## src/rtl/mul8_share_arb.sv

```systemverilog
// ---------------------------------------------------------------------------
// mul8_share_arb
//   Shares one external sequential 8x8 shift-add multiplier among N
//   requesters. An idle arbiter picks one requester, latches its operands,
//   pulses the core's start, waits out the core's busy window and returns
//   the 8-bit product together with the requester index.
//
//   Optional build macro: MUL8_SHARE_ARB_FIXED_PRIO_EN
//     defined   : fixed priority, lowest requester index wins (no pointer)
//     undefined : round-robin starting from the slot after the last winner
//
// Parameters
//   N     number of requesters (2..8)
//   ID_W  width of the requester index, 2**ID_W >= N
//
// Ports
//   clk        system clock, rising edge
//   rst        synchronous active-high reset
//   req        per-requester level request
//   a_bus      operand A, requester k on [8k+7:8k]
//   b_bus      operand B, same packing
//   ack        one-cycle completion pulse to the served requester
//   res_valid  one-cycle pulse, result fields valid
//   res_id     index of the served requester
//   res_p      product (a*b) mod 256
//   arb_busy   high whenever the FSM is not idle
//   mul_start  start pulse to the multiplier core
//   mul_a      latched operand A to the core
//   mul_b      latched operand B to the core
//   mul_busy   core busy, high 8 cycles starting the cycle after start
//   mul_p      core product, stable while mul_busy is low
// ---------------------------------------------------------------------------
module mul8_share_arb #(
   parameter int N    = 4,
   parameter int ID_W = 2
) (
   input  logic              clk,
   input  logic              rst,
   input  logic [N-1:0]      req,
   input  logic [8*N-1:0]    a_bus,
   input  logic [8*N-1:0]    b_bus,
   output logic [N-1:0]      ack,
   output logic              res_valid,
   output logic [ID_W-1:0]   res_id,
   output logic [7:0]        res_p,
   output logic              arb_busy,
   output logic              mul_start,
   output logic [7:0]        mul_a,
   output logic [7:0]        mul_b,
   input  logic              mul_busy,
   input  logic [7:0]        mul_p
);

   localparam int CW = ID_W + 1;

   typedef enum logic [1:0] {
      S_IDLE,
      S_ISSUE,
      S_RUN,
      S_DONE
   } state_t;

   state_t              r_state;
   logic                r_run_first;
   logic [ID_W-1:0]     r_id;
   logic [N-1:0]        r_ack;
   logic                r_res_valid;
   logic [ID_W-1:0]     r_res_id;
   logic [7:0]          r_res_p;
   logic                r_arb_busy;
   logic                r_mul_start;
   logic [7:0]          r_mul_a;
   logic [7:0]          r_mul_b;

`ifndef MUL8_SHARE_ARB_FIXED_PRIO_EN
   localparam logic [ID_W-1:0] LAST_ID = ID_W'(N - 1);
   logic [ID_W-1:0]     r_ptr;
`endif

   logic [CW-1:0]       w_cand;
   logic                w_found;
   logic [ID_W-1:0]     w_win;
   logic [7:0]          w_a;
   logic [7:0]          w_b;

   // Winner search: candidates are visited in priority order; the first
   // asserted request wins. The one-bit-wider candidate lets the round-robin
   // sum ptr+i wrap for N that is not a power of two.
   always_comb begin
      w_cand  = '0;
      w_found = 1'b0;
      w_win   = '0;
      for (int unsigned i = 0; i < N; i++) begin
`ifdef MUL8_SHARE_ARB_FIXED_PRIO_EN
         w_cand = CW'(i);
`else
         w_cand = {1'b0, r_ptr} + CW'(i);
         if (w_cand >= CW'(N)) begin
            w_cand = w_cand - CW'(N);
         end
`endif
         if (!w_found && req[w_cand[ID_W-1:0]]) begin
            w_found = 1'b1;
            w_win   = w_cand[ID_W-1:0];
         end
      end
   end

   always_comb begin
      w_a = '0;
      w_b = '0;
      for (int unsigned k = 0; k < N; k++) begin
         if (w_win == ID_W'(k)) begin
            w_a = a_bus[8*k +: 8];
            w_b = b_bus[8*k +: 8];
         end
      end
   end

   always_ff @(posedge clk) begin
      if (rst) begin
         r_state     <= S_IDLE;
         r_run_first <= 1'b0;
         r_id        <= '0;
         r_ack       <= '0;
         r_res_valid <= 1'b0;
         r_res_id    <= '0;
         r_res_p     <= '0;
         r_arb_busy  <= 1'b0;
         r_mul_start <= 1'b0;
         r_mul_a     <= '0;
         r_mul_b     <= '0;
`ifndef MUL8_SHARE_ARB_FIXED_PRIO_EN
         r_ptr       <= '0;
`endif
      end else begin
         // Pulse outputs default low; the state that owns them raises them.
         r_mul_start <= 1'b0;
         r_res_valid <= 1'b0;
         r_ack       <= '0;
         case (r_state)
            S_IDLE: begin
               // The core is not reset, so it may still be busy here.
               if (w_found && !mul_busy) begin
                  r_mul_a     <= w_a;
                  r_mul_b     <= w_b;
                  r_id        <= w_win;
                  r_mul_start <= 1'b1;
                  r_arb_busy  <= 1'b1;
                  r_state     <= S_ISSUE;
               end
            end
            S_ISSUE: begin
               r_run_first <= 1'b1;
               r_state     <= S_RUN;
            end
            S_RUN: begin
               // First RUN cycle still sees the pre-start busy level.
               r_run_first <= 1'b0;
               if (!r_run_first && !mul_busy) begin
                  r_res_p     <= mul_p;
                  r_res_id    <= r_id;
                  r_res_valid <= 1'b1;
                  r_ack[r_id] <= 1'b1;
                  r_state     <= S_DONE;
               end
            end
            S_DONE: begin
`ifndef MUL8_SHARE_ARB_FIXED_PRIO_EN
               r_ptr <= (r_id == LAST_ID) ? '0 : r_id + 1'b1;
`endif
               r_arb_busy <= 1'b0;
               r_state    <= S_IDLE;
            end
            default: r_state <= S_IDLE;
         endcase
      end
   end

   assign ack       = r_ack;
   assign res_valid = r_res_valid;
   assign res_id    = r_res_id;
   assign res_p     = r_res_p;
   assign arb_busy  = r_arb_busy;
   assign mul_start = r_mul_start;
   assign mul_a     = r_mul_a;
   assign mul_b     = r_mul_b;

endmodule

```

## config.mk

```make
export PLATFORM = sky130hd
export DESIGN_NAME = mul8_share_arb
export DESIGN_NICKNAME = d
export VERILOG_FILES = /design/src/rtl/mul8_share_arb.sv
export SDC_FILE = /design/constraint.sdc
export NUM_CORES = 1
export LEC_CHECK = 0
export BUFFER_PORTS_ARGS = -buffer_cell sky130_fd_sc_hd__buf_2
export CAP_MARGIN = 30
export CORE_ASPECT_RATIO = 0.8
export CORE_UTILIZATION = 45
export DETAILED_ROUTE_END_ITERATION = 10
export GPL_TIMING_DRIVEN = 0
export PLACE_DENSITY = 0.89
export SETUP_SLACK_MARGIN = 0.05
export SLEW_MARGIN = 15
export SYNTH_ARGS = -nofsm -noshare
export SYNTH_HDL_FRONTEND = slang
export SYNTH_SLANG_ARGS = --single-unit
export TNS_END_PERCENT = 50
```

## constraint.sdc

```tcl
create_clock -name clk -period 1.8 [get_ports clk]
set_input_delay 0.27 -clock clk [delete_from_list [all_inputs] [get_ports clk]]
set_output_delay 0.27 -clock clk [all_outputs]
set_load 0.005 [all_outputs]
```

==> results of run 1 <==
==> repair_timing <==
item,CTS,global route
buffers inserted,0,1
hold buffers,0,0
hold endpoints to repair,0,0
pin swaps,0,2
endpoints found under the setup margin,5,16
gates resized for setup,1,5
==> kinds of logic after synthesis <==
logic type,after synthesis,synth area share
AO/OA/AOI/OAI,41,0.1791
adder cells (fa/ha/maj),8,0.04793
buffers and inverters,20,0.06231
flip-flops,40,0.3835
multiplexers,34,0.1630
AND/OR/NAND/NOR,65,0.1642
==> routing by layer <==
layer / wire length (um) / track usage
met3: 265 / 0.03796
met5: 0 / 0
met2: 2664 / 0.3761
met1: 2236 / 0.2614
met4: 78 / 0.08333
==> cell usage after synthesis (all sizes together) <==
cell type	n
a211oi	1
a21bo	1
a21oi	17
a221oi	3
a22o	1
and2	5
and3	1
buf	7
clkbuf	4
dfxtp	40
ha	8
inv	9
mux2i	34
nand2	44
nand2b	3
nand3	2
nor2	9
o21ai	2
o221ai	16
or4	1
==> layout make-up <==
type / instances / area (um^2) / area share
Buffer: 11 / 110.1 / 0.03878
Clock buffer: 8 / 90.09 / 0.03173
Inverter: 9 / 33.78 / 0.01190
Multi-Input combinational cell: 148 / 1169 / 0.4116
Sequential cell: 40 / 802.0 / 0.2825
Tap cell: 57 / 71.32 / 0.02512
Timing Repair Buffer: 112 / 563.0 / 0.1983
==> power by group through the flow <==
stage / Combinational [mW] / Sequential, mW / Clock, mW
global placement: 0.911 / 1.13 / 0
global route: 1.05 / 1.14 / 0.648
finish: 0.954 / 1.12 / 0.592
floorplan: 0.616 / 1.14 / 0
CTS: 0.950 / 1.12 / 0.613
detailed placement: 0.945 / 1.14 / 0
==> how the worst min path moves through the flow <==
stage               slack, ns               endpoint                  start  cells after the start
finish                   0.22  res_p[3]$_SDFFE_PP0P_               mul_p[3]                      3
global route             0.21  res_p[4]$_SDFFE_PP0P_               mul_p[4]                      3
detailed placement       0.44  res_p[3]$_SDFFE_PP0P_  res_p[3]$_SDFFE_PP0P_                      2
CTS                      0.21  res_p[0]$_SDFFE_PP0P_               mul_p[0]                      3
global placement         0.44  mul_a[7]$_SDFFE_PP0P_  mul_a[7]$_SDFFE_PP0P_                      2
floorplan                0.35   mul_start$_SDFF_PP0_                    rst                      1
==> per-stage QoR <==
step	utilization	setup slack (ns)	instance area, um^2	setup TNS, ns
finish	0.6588	0.1592	2839	0
global route	0.6588	0.06828	2839	0
CTS	0.6516	0.07858	2808	0
detailed placement	0.6301	-0.06369	2715	-0.1270
global placement	0.6301	0.01249	2715	0
floorplan	-	0.2651	2088	0
==> cell usage in the layout (no fill, tap or decap) <==
cell	netlist	routed
nor2_4	1	1
mux2i_1	34	34
nor2_8	1	1
a211oi_1	1	1
o221ai_1	5	5
a221oi_1	2	2
a21bo_2	1	1
clkbuf_1	4	6
buf_6	1	4
a21oi_4	1	1
inv_1	9	9
dfxtp_1	40	39
o21ai_0	1	1
nor2_1	7	7
a221oi_4	0	1
o221ai_2	11	11
buf_8	2	2
buf_12	1	1
and3_4	1	1
nand2b_1	2	2
or4_4	1	1
nand3_1	1	1
a22o_1	1	1
nand3_2	1	1
nand2_2	10	10
nand2b_4	1	1
and2_1	5	5
dfxtp_2	0	1
clkbuf_8	0	6
a21oi_1	16	16
nand2_1	34	34
buf_4	2	1
o21ai_1	1	1
buf_2	1	111
ha_1	8	8
==> registers in the layout, summed over array words and instances, names as in the netlist, 2 cells and up <==
signal   flops
r_state      2
res_id       2
mul_b        8
r_ptr        2
res_p        8
mul_a        8
ack          4
r_id         2
==> worst max-delay path, cell delays in order (launching register included) <==
cell and delay (ns):
dfxtp_2 0.34, inv_1 0.05, a22o_1 0.24, a221oi_4 0.32, nand2b_4 0.19, buf_8 0.12
buf_12 0.14, o221ai_2 0.11
==> metrics.md, run 1 <==
| Metric | Value |
|---|---|
| R2R setup slack | 0.16 ns |
| Worst-case vdd ir drop | 627.1 uV |
| Pwr/cell area | 938.4 nW/um^2 |
| Cell Count Post-Placement | 376 |
| Core Rows | 21 |
| Antenna viol nets, final | 0 |
| Comb pwr share | 0.358 |
| Clock Skews | 0.001904 ns |
| Share of layout cells above drive strength 1 | 0.4756 |
| CTS sink cnt | 40 |
| Fin crit share | 0.9116 |
| Fin cells | 385 |
| Crit path time final | 1.641 ns |
| Sequential share of power | 0.420 |
| FF-to-FF Start | r_ptr[0]$_SDFFE_PP0P_ |
| Max-Cap Viols | 0 |
| Synthesis-stage register bit count | 40 |
| First-pass DRT Iterations | 4 |
| Clock root cell | clkbuf_8 |
| Area delta synth->final | 35.95% |
| Core area | 4309 um^2 |
| Post-synth top area share | 0.3835 |
| First-pass GRT wire length | 8.224 mm |
| Clk network pwr share | 0.222 |
| Crit-path max FO | 10 |
| IO Pins | 112 |
| Arrival @ worst endpoint | 1.80 ns |
| CTS tree | done |
| Register area share after synthesis | 0.3835 |
| DR WL/cell | 13.62 um |
| Crit Path Class | reg -> reg |
| Synth area leaders | dfxtp_1 (38%), mux2i_1 (16%), o221ai_2 (7.9%) |
| Via count | 1,971 |
| Antenna violations before repair | 0 |
| Post-Syn Nets | 295 |
| CP required | 1.96 ns |
| Hold Vio Cnt, Final | 0 |
| Cts bufs inserted | 5 |
| Filler Cell Count | 386 |
| Slew margin rel. | 0.6435 |
| RSZ-0062 raised after global routing | no |
| Crit path capture | mul_a[3]$_SDFFE_PP0P_ |
| Sw Share | 0.3222 |
| Reg2Reg Depth | 7 |
| Port Buffer Count | 111 |
| Psw | 858.4 uW |
| R2r endpoint | mul_a[3]$_SDFFE_PP0P_ |
| FMAX | 0.6094 GHz |
| # diodes | 0 |
| Gpl congestion | 0.8258 |
| Final Setup Violations | 0 |
| CTS clock-pin slew for the worst setup and hold paths | 0.07 ns |
| Critical Path End Type | flop |
| Crit path from | r_ptr[0]$_SDFFE_PP0P_ |
| Min Hold Slack | 0.2200 ns |
| Via density | 5.119 |
| Die Ht | 62.93 um |
| GRT Overall Usage | 0.2154 |
| P_int | 1.806 mW |
| Max-slew violations | 0 |
| Largest net degree at the start of global routing | 12 |
| Die footprint | 4919 um^2 |
| Synth cell types | 33 |
| Ys Warns | 0 |
| DIE WIDTH | 78.16 um |
| Net count, final | 414 |
| P_leak | 1.306 nW |
| Clock buffer depth | 2 |
| Path type of the worst min-delay path | in -> reg |
| CP Launch Type | flop |
| Post-synth top area cell | dfxtp_1 |
| Mean Syn Cell Area | 10.04 um^2 |
| Total Routed Length | 5.245 mm |
| Final Total Pwr | 2.664 mW |
| Worst skew pair latency | 0.28 ns |
| Vias in the first global route | 1,803 |
| Initial DRC Count | 75 |
| H-Tree Depth | 2 |
| Post-route DRC violation count | 0 |
| Post-Synthesis Cells | 208 |
| Global route overflow | 0 |
| Hpwl dp | 4.184 mm |
| Worst-margin pin slew | 0.5348 ns |
| Mapped cell area | 2088 um^2 |
| Initial Utilization | 0.4846 |
| Status | completed |
No activity file was read; power rests on OpenSTA's default activity.
==> run 2, diff against run 1 <==
--- a/config.mk
+++ b/config.mk
@@ -8,10 +8,10 @@
 export BUFFER_PORTS_ARGS = -buffer_cell sky130_fd_sc_hd__buf_2
 export CAP_MARGIN = 30
 export CORE_ASPECT_RATIO = 0.8
-export CORE_UTILIZATION = 45
+export CORE_UTILIZATION = 40
 export DETAILED_ROUTE_END_ITERATION = 10
 export GPL_TIMING_DRIVEN = 0
-export PLACE_DENSITY = 0.89
+export PLACE_DENSITY = 0.85
 export SETUP_SLACK_MARGIN = 0.05
 export SLEW_MARGIN = 15
 export SYNTH_ARGS = -nofsm -noshare
==> constraint.sdc (replaced) <==
create_clock -name clk -period 1.4 [get_ports clk]
set_input_delay 0.21 -clock clk [delete_from_list [all_inputs] [get_ports clk]]
set_output_delay 0.21 -clock clk [all_outputs]
set_load 0.005 [all_outputs]
==> run 2 against run 1 <==
Effect of this change:
- the flow now finishes with violations (negative setup slack)
- die area grew 12%
- power rose by 48%
- critical path depth grew 1
- critical path type unchanged
- largest power group is now combinational cells
==> metrics.md, run 2 (synthesis gave the netlist of run 1 again) <==
| Metric | Value |
|---|---|
| Gpl congestion | 0.6990 |
| CTS tree | done |
| Share of layout cells above drive strength 1 | 0.5685 |
| Comb pwr share | 0.385 |
| Worst-case vdd ir drop | 758.6 uV |
| Setup ws final | -0.2544 ns |
| Clock Skews | 0.01611 ns |
| Sequential share of power | 0.369 |
| RSZ-0062 raised after global routing | yes |
| Max-Cap Viols | 0 |
| Met1 Resource Use GR | 0.2715 |
| # diodes | 0 |
| Fin crit share | 1.182 |
| Arrival @ worst endpoint | 1.83 ns |
| DR WL/cell | 16.26 um |
| Via count | 2,105 |
| Post-route DRC violation count | 0 |
| Port Buffer Count | 111 |
| Finished layout cell area | 3191 um^2 |
| Sw Share | 0.3292 |
| Cts hold-fix bufs | 0 |
| Die footprint | 5515 um^2 |
| Path type of the worst min-delay path | in -> reg |
| Psw | 1.296 mW |
| Most common cell after layout, fill and taps aside | buf_2 |
| Crit path time final | 1.654 ns |
| CP Launch Type | flop |
| Critical Path End Type | flop |
| IO Pins | 112 |
| DIE WIDTH | 82.78 um |
| Crit-path max FO | 5 |
| Worst-margin pin slew | 0.5382 ns |
| First-pass DRT Iterations | 4 |
| Gr busiest metal | met2 |
| Final Total Pwr | 3.938 mW |
| Antenna violations before repair | 0 |
| Area post-placement | 2725 um^2 |
| Core Rows | 23 |
| Post-layout util | 0.6372 |
| Net count, final | 429 |
| GRT Overall Usage | 0.2379 |
| Final Setup Violations | 17 |
| FMAX | 0.6045 GHz |
| Filler Cell Count | 410 |
| Setup total negative slack | -3.604 ns |
| Worst skew pair latency | 0.31 ns |
| Hold Vio Cnt, Final | 0 |
| Die Ht | 66.63 um |
| Slew margin rel. | 0.6412 |
| Pwr/cell area | 1234 nW/um^2 |
| Status | complete, but fails checks |
| First-pass GRT wire length | 9.535 mm |
| Clock buffer depth | 2 |
| Clock root cell | clkbuf_8 |
| Initial Utilization | 0.4170 |
| Fin cells | 405 |
| Max-slew violations | 0 |
| Cell Count Post-Placement | 381 |
| Via density | 5.198 |
| Vias in the first global route | 2,006 |
| Most frequent cells in the layout | buf_2 (111), dfxtp_1 (36), nand2_1 (34) |
| CTS clock-pin slew for the worst setup and hold paths | 0.09 ns |
| Pre-CTS setup slack | -0.3228 ns |
| Cts bufs inserted | 5 |
| H-Tree Depth | 2 |
| Initial DRC Count | 88 |
| Core area | 5007 um^2 |
| P_int | 2.641 mW |
| Hpwl dp | 3.966 mm |
| CP required | 1.58 ns |
| Met2 usage | 0.3873 |
| GRT met3 Usage | 0.06849 |
| Violated checks | negative setup slack |
| Total Routed Length | 6.587 mm |
| Clk network pwr share | 0.245 |
| Area delta synth->final | 52.79% |
| Global route overflow | 0 |
| P_leak | 1.459 nW |
| Min Hold Slack | 0.1463 ns |
| CTS sink cnt | 40 |
| Largest net degree at the start of global routing | 14 |
| Crit Path Class | reg -> reg |
| Antenna viol nets, final | 0 |
[run 2: changes by cell type in the layout (fill, tap and decap cells not counted), sizes merged]
cell      change
clkinv        +1
bufinv        +1
clkinvlp      +1
bufbuf        +1
clkbuf        -3
buf          +14
[run 2: worst max-delay path: stages, from the launching register on]
cell and delay, ns:
dfxtp_2 0.37, inv_2 0.05, a22o_1 0.23, a221oi_4 0.27, nand2b_4 0.18, buf_8 0.11, buf_12 0.10, buf_12 0.11
o221ai_2 0.10
[run 2: final timing paths]
path	from	endpoint	slack, ns	depth (start not counted)
setup reg to reg	r_ptr[0]$_SDFFE_PP0P_	mul_b[0]$_SDFFE_PP0P_	-0.25	8
setup / recovery	r_ptr[0]$_SDFFE_PP0P_	mul_b[0]$_SDFFE_PP0P_	-0.25	8
hold / removal	mul_p[1]	res_p[1]$_SDFFE_PP0P_	0.15	3
hold reg to reg	res_p[4]$_SDFFE_PP0P_	res_p[4]$_SDFFE_PP0P_	0.46	2
[run 2: area by class of cell]
| type | count | area, um^2 | share of cell area |
|---|---|---|---|
| Clock inverter | 3 | 42.54 | 0.01333 |
| Multi-Input combinational cell | 148 | 1265 | 0.3965 |
| Timing Repair Buffer | 127 | 757.0 | 0.2373 |
| Sequential cell | 40 | 808.3 | 0.2533 |
| Clock buffer | 5 | 68.82 | 0.02157 |
| Inverter | 9 | 33.78 | 0.01059 |
| Tap cell | 62 | 77.57 | 0.02431 |
| Buffer | 11 | 137.6 | 0.04314 |
[run 2: metal layers]
metal | wire (um) | vias to the layer above | part of all wire
met5 | 0 | - | 0
met4 | 165 | 0 | 0.025
met3 | 376 | 24 | 0.057
met2 | 3369 | 99 | 0.51
met1 | 2675 | 977 | 0.41
li1 | - | 1005 | -
[run 2: repair_timing]
action / in CTS / in global routing
setup endpoints to repair: 28 / 29
endpoints found under the hold margin: 0 / 0
cloned: 3 / 0
setup buffers: 13 / 0
gates resized for setup: 28 / 15
pin swaps: 6 / 3
[run 2: power by group through the flow]
stage                     sequential [mW]  combinational (mW)  clock, mW
after global routing                 1.47                1.64       1.04
after CTS                            1.44                1.44      0.971
after floorplan                      1.47               0.795          0
final                                1.45                1.52      0.965
after global placement               1.45                1.17          0
after detailed placement             1.46                1.21          0
==> run 3, diff against run 2 <==
--- a/config.mk
+++ b/config.mk
@@ -7,7 +7,7 @@
 export LEC_CHECK = 0
 export BUFFER_PORTS_ARGS = -buffer_cell sky130_fd_sc_hd__buf_2
 export CAP_MARGIN = 30
-export CORE_ASPECT_RATIO = 0.8
+export CORE_MARGIN = 5
 export CORE_UTILIZATION = 40
 export DETAILED_ROUTE_END_ITERATION = 10
 export GPL_TIMING_DRIVEN = 0
@@ -17,4 +17,3 @@
 export SYNTH_ARGS = -nofsm -noshare
 export SYNTH_HDL_FRONTEND = slang
 export SYNTH_SLANG_ARGS = --single-unit
-export TNS_END_PERCENT = 50
==> run 3 against run 2 <==
Effect of this change:
- clock power up 6%
- sequential power about the same
- the run still ends with negative setup slack left
- count of clock-buffer cells in the layout up 2
- final cell count up 0.99%
- power up 1.5%
- combinational power about the same
- first-iteration DRC count down 59%
- critical path type unchanged
- critical path depth unchanged
==> metrics.md, run 3 (synthesis gave the netlist of run 1 again) <==
| Metric | Value |
|---|---|
| Via count | 2,030 |
| Hold EP | res_p[2]$_SDFFE_PP0P_ |
| Clock Skews | 0.003282 ns |
| Fin crit share | 1.214 |
| Pwr/cell area | 1258 nW/um^2 |
| FF-to-FF Start | r_ptr[0]$_SDFFE_PP0P_ |
| CTS clock-pin slew for the worst setup and hold paths | 0.08 ns |
| First-pass DRT Iterations | 4 |
| Initial DRC Count | 36 |
| IO Pins | 112 |
| Core Rows | 26 |
| Worst skew pair latency | 0.29 ns |
| Most frequent cells in the layout | buf_2 (111), dfxtp_1 (37), nand2_1 (32) |
| Largest net degree at the start of global routing | 13 |
| CTS sink cnt | 40 |
| Initial Utilization | 0.4115 |
| Net count, final | 425 |
| Max-slew violations | 0 |
| # diodes | 0 |
| Via density | 4.963 |
| GRT Overall Usage | 0.1743 |
| Antenna violations before repair | 0 |
| Total Routed Length | 6.299 mm |
| Cts hold-fix bufs | 0 |
| Hold depth | 3 |
| Hpwl dp | 4.421 mm |
| Crit Path Class | reg -> reg |
| Crit path time final | 1.699 ns |
| Clock buffer depth | 2 |
| Slew margin rel. | 0.6268 |
| Share of layout cells above drive strength 1 | 0.5841 |
| Core area | 5075 um^2 |
| FMAX | 0.5884 GHz |
| Cell Count Post-Placement | 389 |
| CP Launch Type | flop |
| Vias in the first global route | 2,010 |
| Violated checks | negative setup slack |
| H-Tree Depth | 2 |
| Die footprint | 6766 um^2 |
| Area delta synth->final | 52.13% |
| Worst-case vdd ir drop | 545.6 uV |
| P_leak | 1.442 nW |
| Die Ht | 82.26 um |
| Setup ws final | -0.2994 ns |
| Critical Path End Type | flop |
| R2R setup slack | -0.30 ns |
| DIE WIDTH | 82.26 um |
| Max-Cap Viols | 0 |
| Path type of the worst min-delay path | in -> reg |
| Cts bufs inserted | 5 |
| Worst hold start | mul_p[2] |
| Worst-margin pin slew | 0.5598 ns |
| Reg2Reg Depth | 8 |
| Port Buffer Count | 111 |
| First-pass GRT wire length | 9.080 mm |
| Fin cells | 409 |
| Crit-path max FO | 5 |
| Post-route DRC violation count | 0 |
| Global route overflow | 0 |
| CP required | 1.56 ns |
| RSZ-0062 raised after global routing | yes |
| Final Total Pwr | 3.998 mW |
| Hold Vio Cnt, Final | 0 |
| Status | complete, but fails checks |
| Antenna viol nets, final | 0 |
| Gpl congestion | 0.7583 |
| Most common cell after layout, fill and taps aside | buf_2 |
| Filler Cell Count | 417 |
| Final Setup Violations | 17 |
| DR WL/cell | 15.40 um |
| CTS tree | done |
| Arrival @ worst endpoint | 1.86 ns |
| R2r endpoint | mul_b[1]$_SDFFE_PP0P_ |
| Clock root cell | clkbuf_8 |
[run 3: cell types whose count changed in the layout (fill, tap and decap cells not counted), moves of 2 or more]
cell and change:
o221ai_2 +3, clkbuf_8 +2, buf_4 -3, clkbuf_4 -2, buf_6 +3, nand2_1 -2
mux2i_2 +3, o221ai_1 -4, mux2i_4 -3, a221oi_2 +2
[run 3: area by class of cell]
type	count	area, um^2	share of cell area
Timing Repair Buffer	124	705.7	0.2221
Sequential cell	40	804.5	0.2532
Tap cell	70	87.58	0.02757
Clock buffer	7	96.34	0.03033
Inverter	9	33.78	0.01063
Clock inverter	1	30.03	0.009453
Buffer	10	130.1	0.04096
Multi-Input combinational cell	148	1289	0.4057
[run 3: timing repair]
action / 4_1_cts / 5_1_grt
setup endpoints to repair: 28 / 31
gates cloned: 2 / 0
pin swaps: 15 / 10
gates resized for setup: 14 / 31
setup buffers: 8 / 4
[run 3: how the worst max path moves through the flow]
stage	depth (start not counted)	slack, ns	start	end
final	8	-0.30	r_ptr[0]$_SDFFE_PP0P_	mul_b[1]$_SDFFE_PP0P_
after CTS	8	-0.24	r_ptr[0]$_SDFFE_PP0P_	mul_b[0]$_SDFFE_PP0P_
after global routing	8	-0.38	r_ptr[0]$_SDFFE_PP0P_	mul_b[1]$_SDFFE_PP0P_
after global placement	7	-0.29	req[0]	mul_b[0]$_SDFFE_PP0P_
after floorplan	7	-0.08	r_ptr[0]$_SDFFE_PP0P_	mul_a[0]$_SDFFE_PP0P_
after detailed placement	7	-0.30	req[0]	mul_b[0]$_SDFFE_PP0P_
[run 3: metrics by stage]
| stage | setup TNS (ns) | cell area (um^2) | util | hold slack (ns) | setup slack (ns) |
|---|---|---|---|---|---|
| 6_report | -3.809 | 3177 | 0.6260 | 0.1500 | -0.2994 |
| 5_1_grt | -5.060 | 3177 | 0.6260 | 0.1425 | -0.3763 |
| 4_1_cts | -3.070 | 3040 | 0.5991 | 0.1409 | -0.2399 |
| 3_5_place_dp | -5.236 | 2748 | 0.5414 | 0.4453 | -0.3047 |
| 3_3_place_gp | -4.334 | 2748 | 0.5414 | 0.4388 | -0.2878 |
| 2_1_floorplan | -0.8052 | 2105 | - | 0.2943 | -0.07842 |
[run 3: worst max-delay path, stage by stage (launching register included)]
cell and delay [ns]:
dfxtp_2 0.36, inv_2 0.04, a22o_1 0.22, a221oi_2 0.33, nand2b_4 0.21, buf_8 0.11, buf_12 0.10, buf_12 0.11
o221ai_4 0.09
[run 3: routing by layer]
layer / track usage / vias up / part of all wire
met5: 0 / - / 0
met4: 0.05316 / 0 / 0.029
met3: 0.04772 / 19 / 0.098
met2: 0.3405 / 90 / 0.50
met1: 0.1763 / 923 / 0.37
li1: - / 998 / -
[run 3: power breakdown]
| part | leakage, nW | total, mW | switching [mW] | internal, mW |
|---|---|---|---|---|
| combinational | 1.05 | 1.52 | 0.745 | 0.778 |
| clock | 0.0645 | 1.02 | 0.392 | 0.629 |
| sequential | 0.327 | 1.45 | 0.123 | 1.33 |
| total | 1.44 | 4.00 | 1.26 | 2.74 |
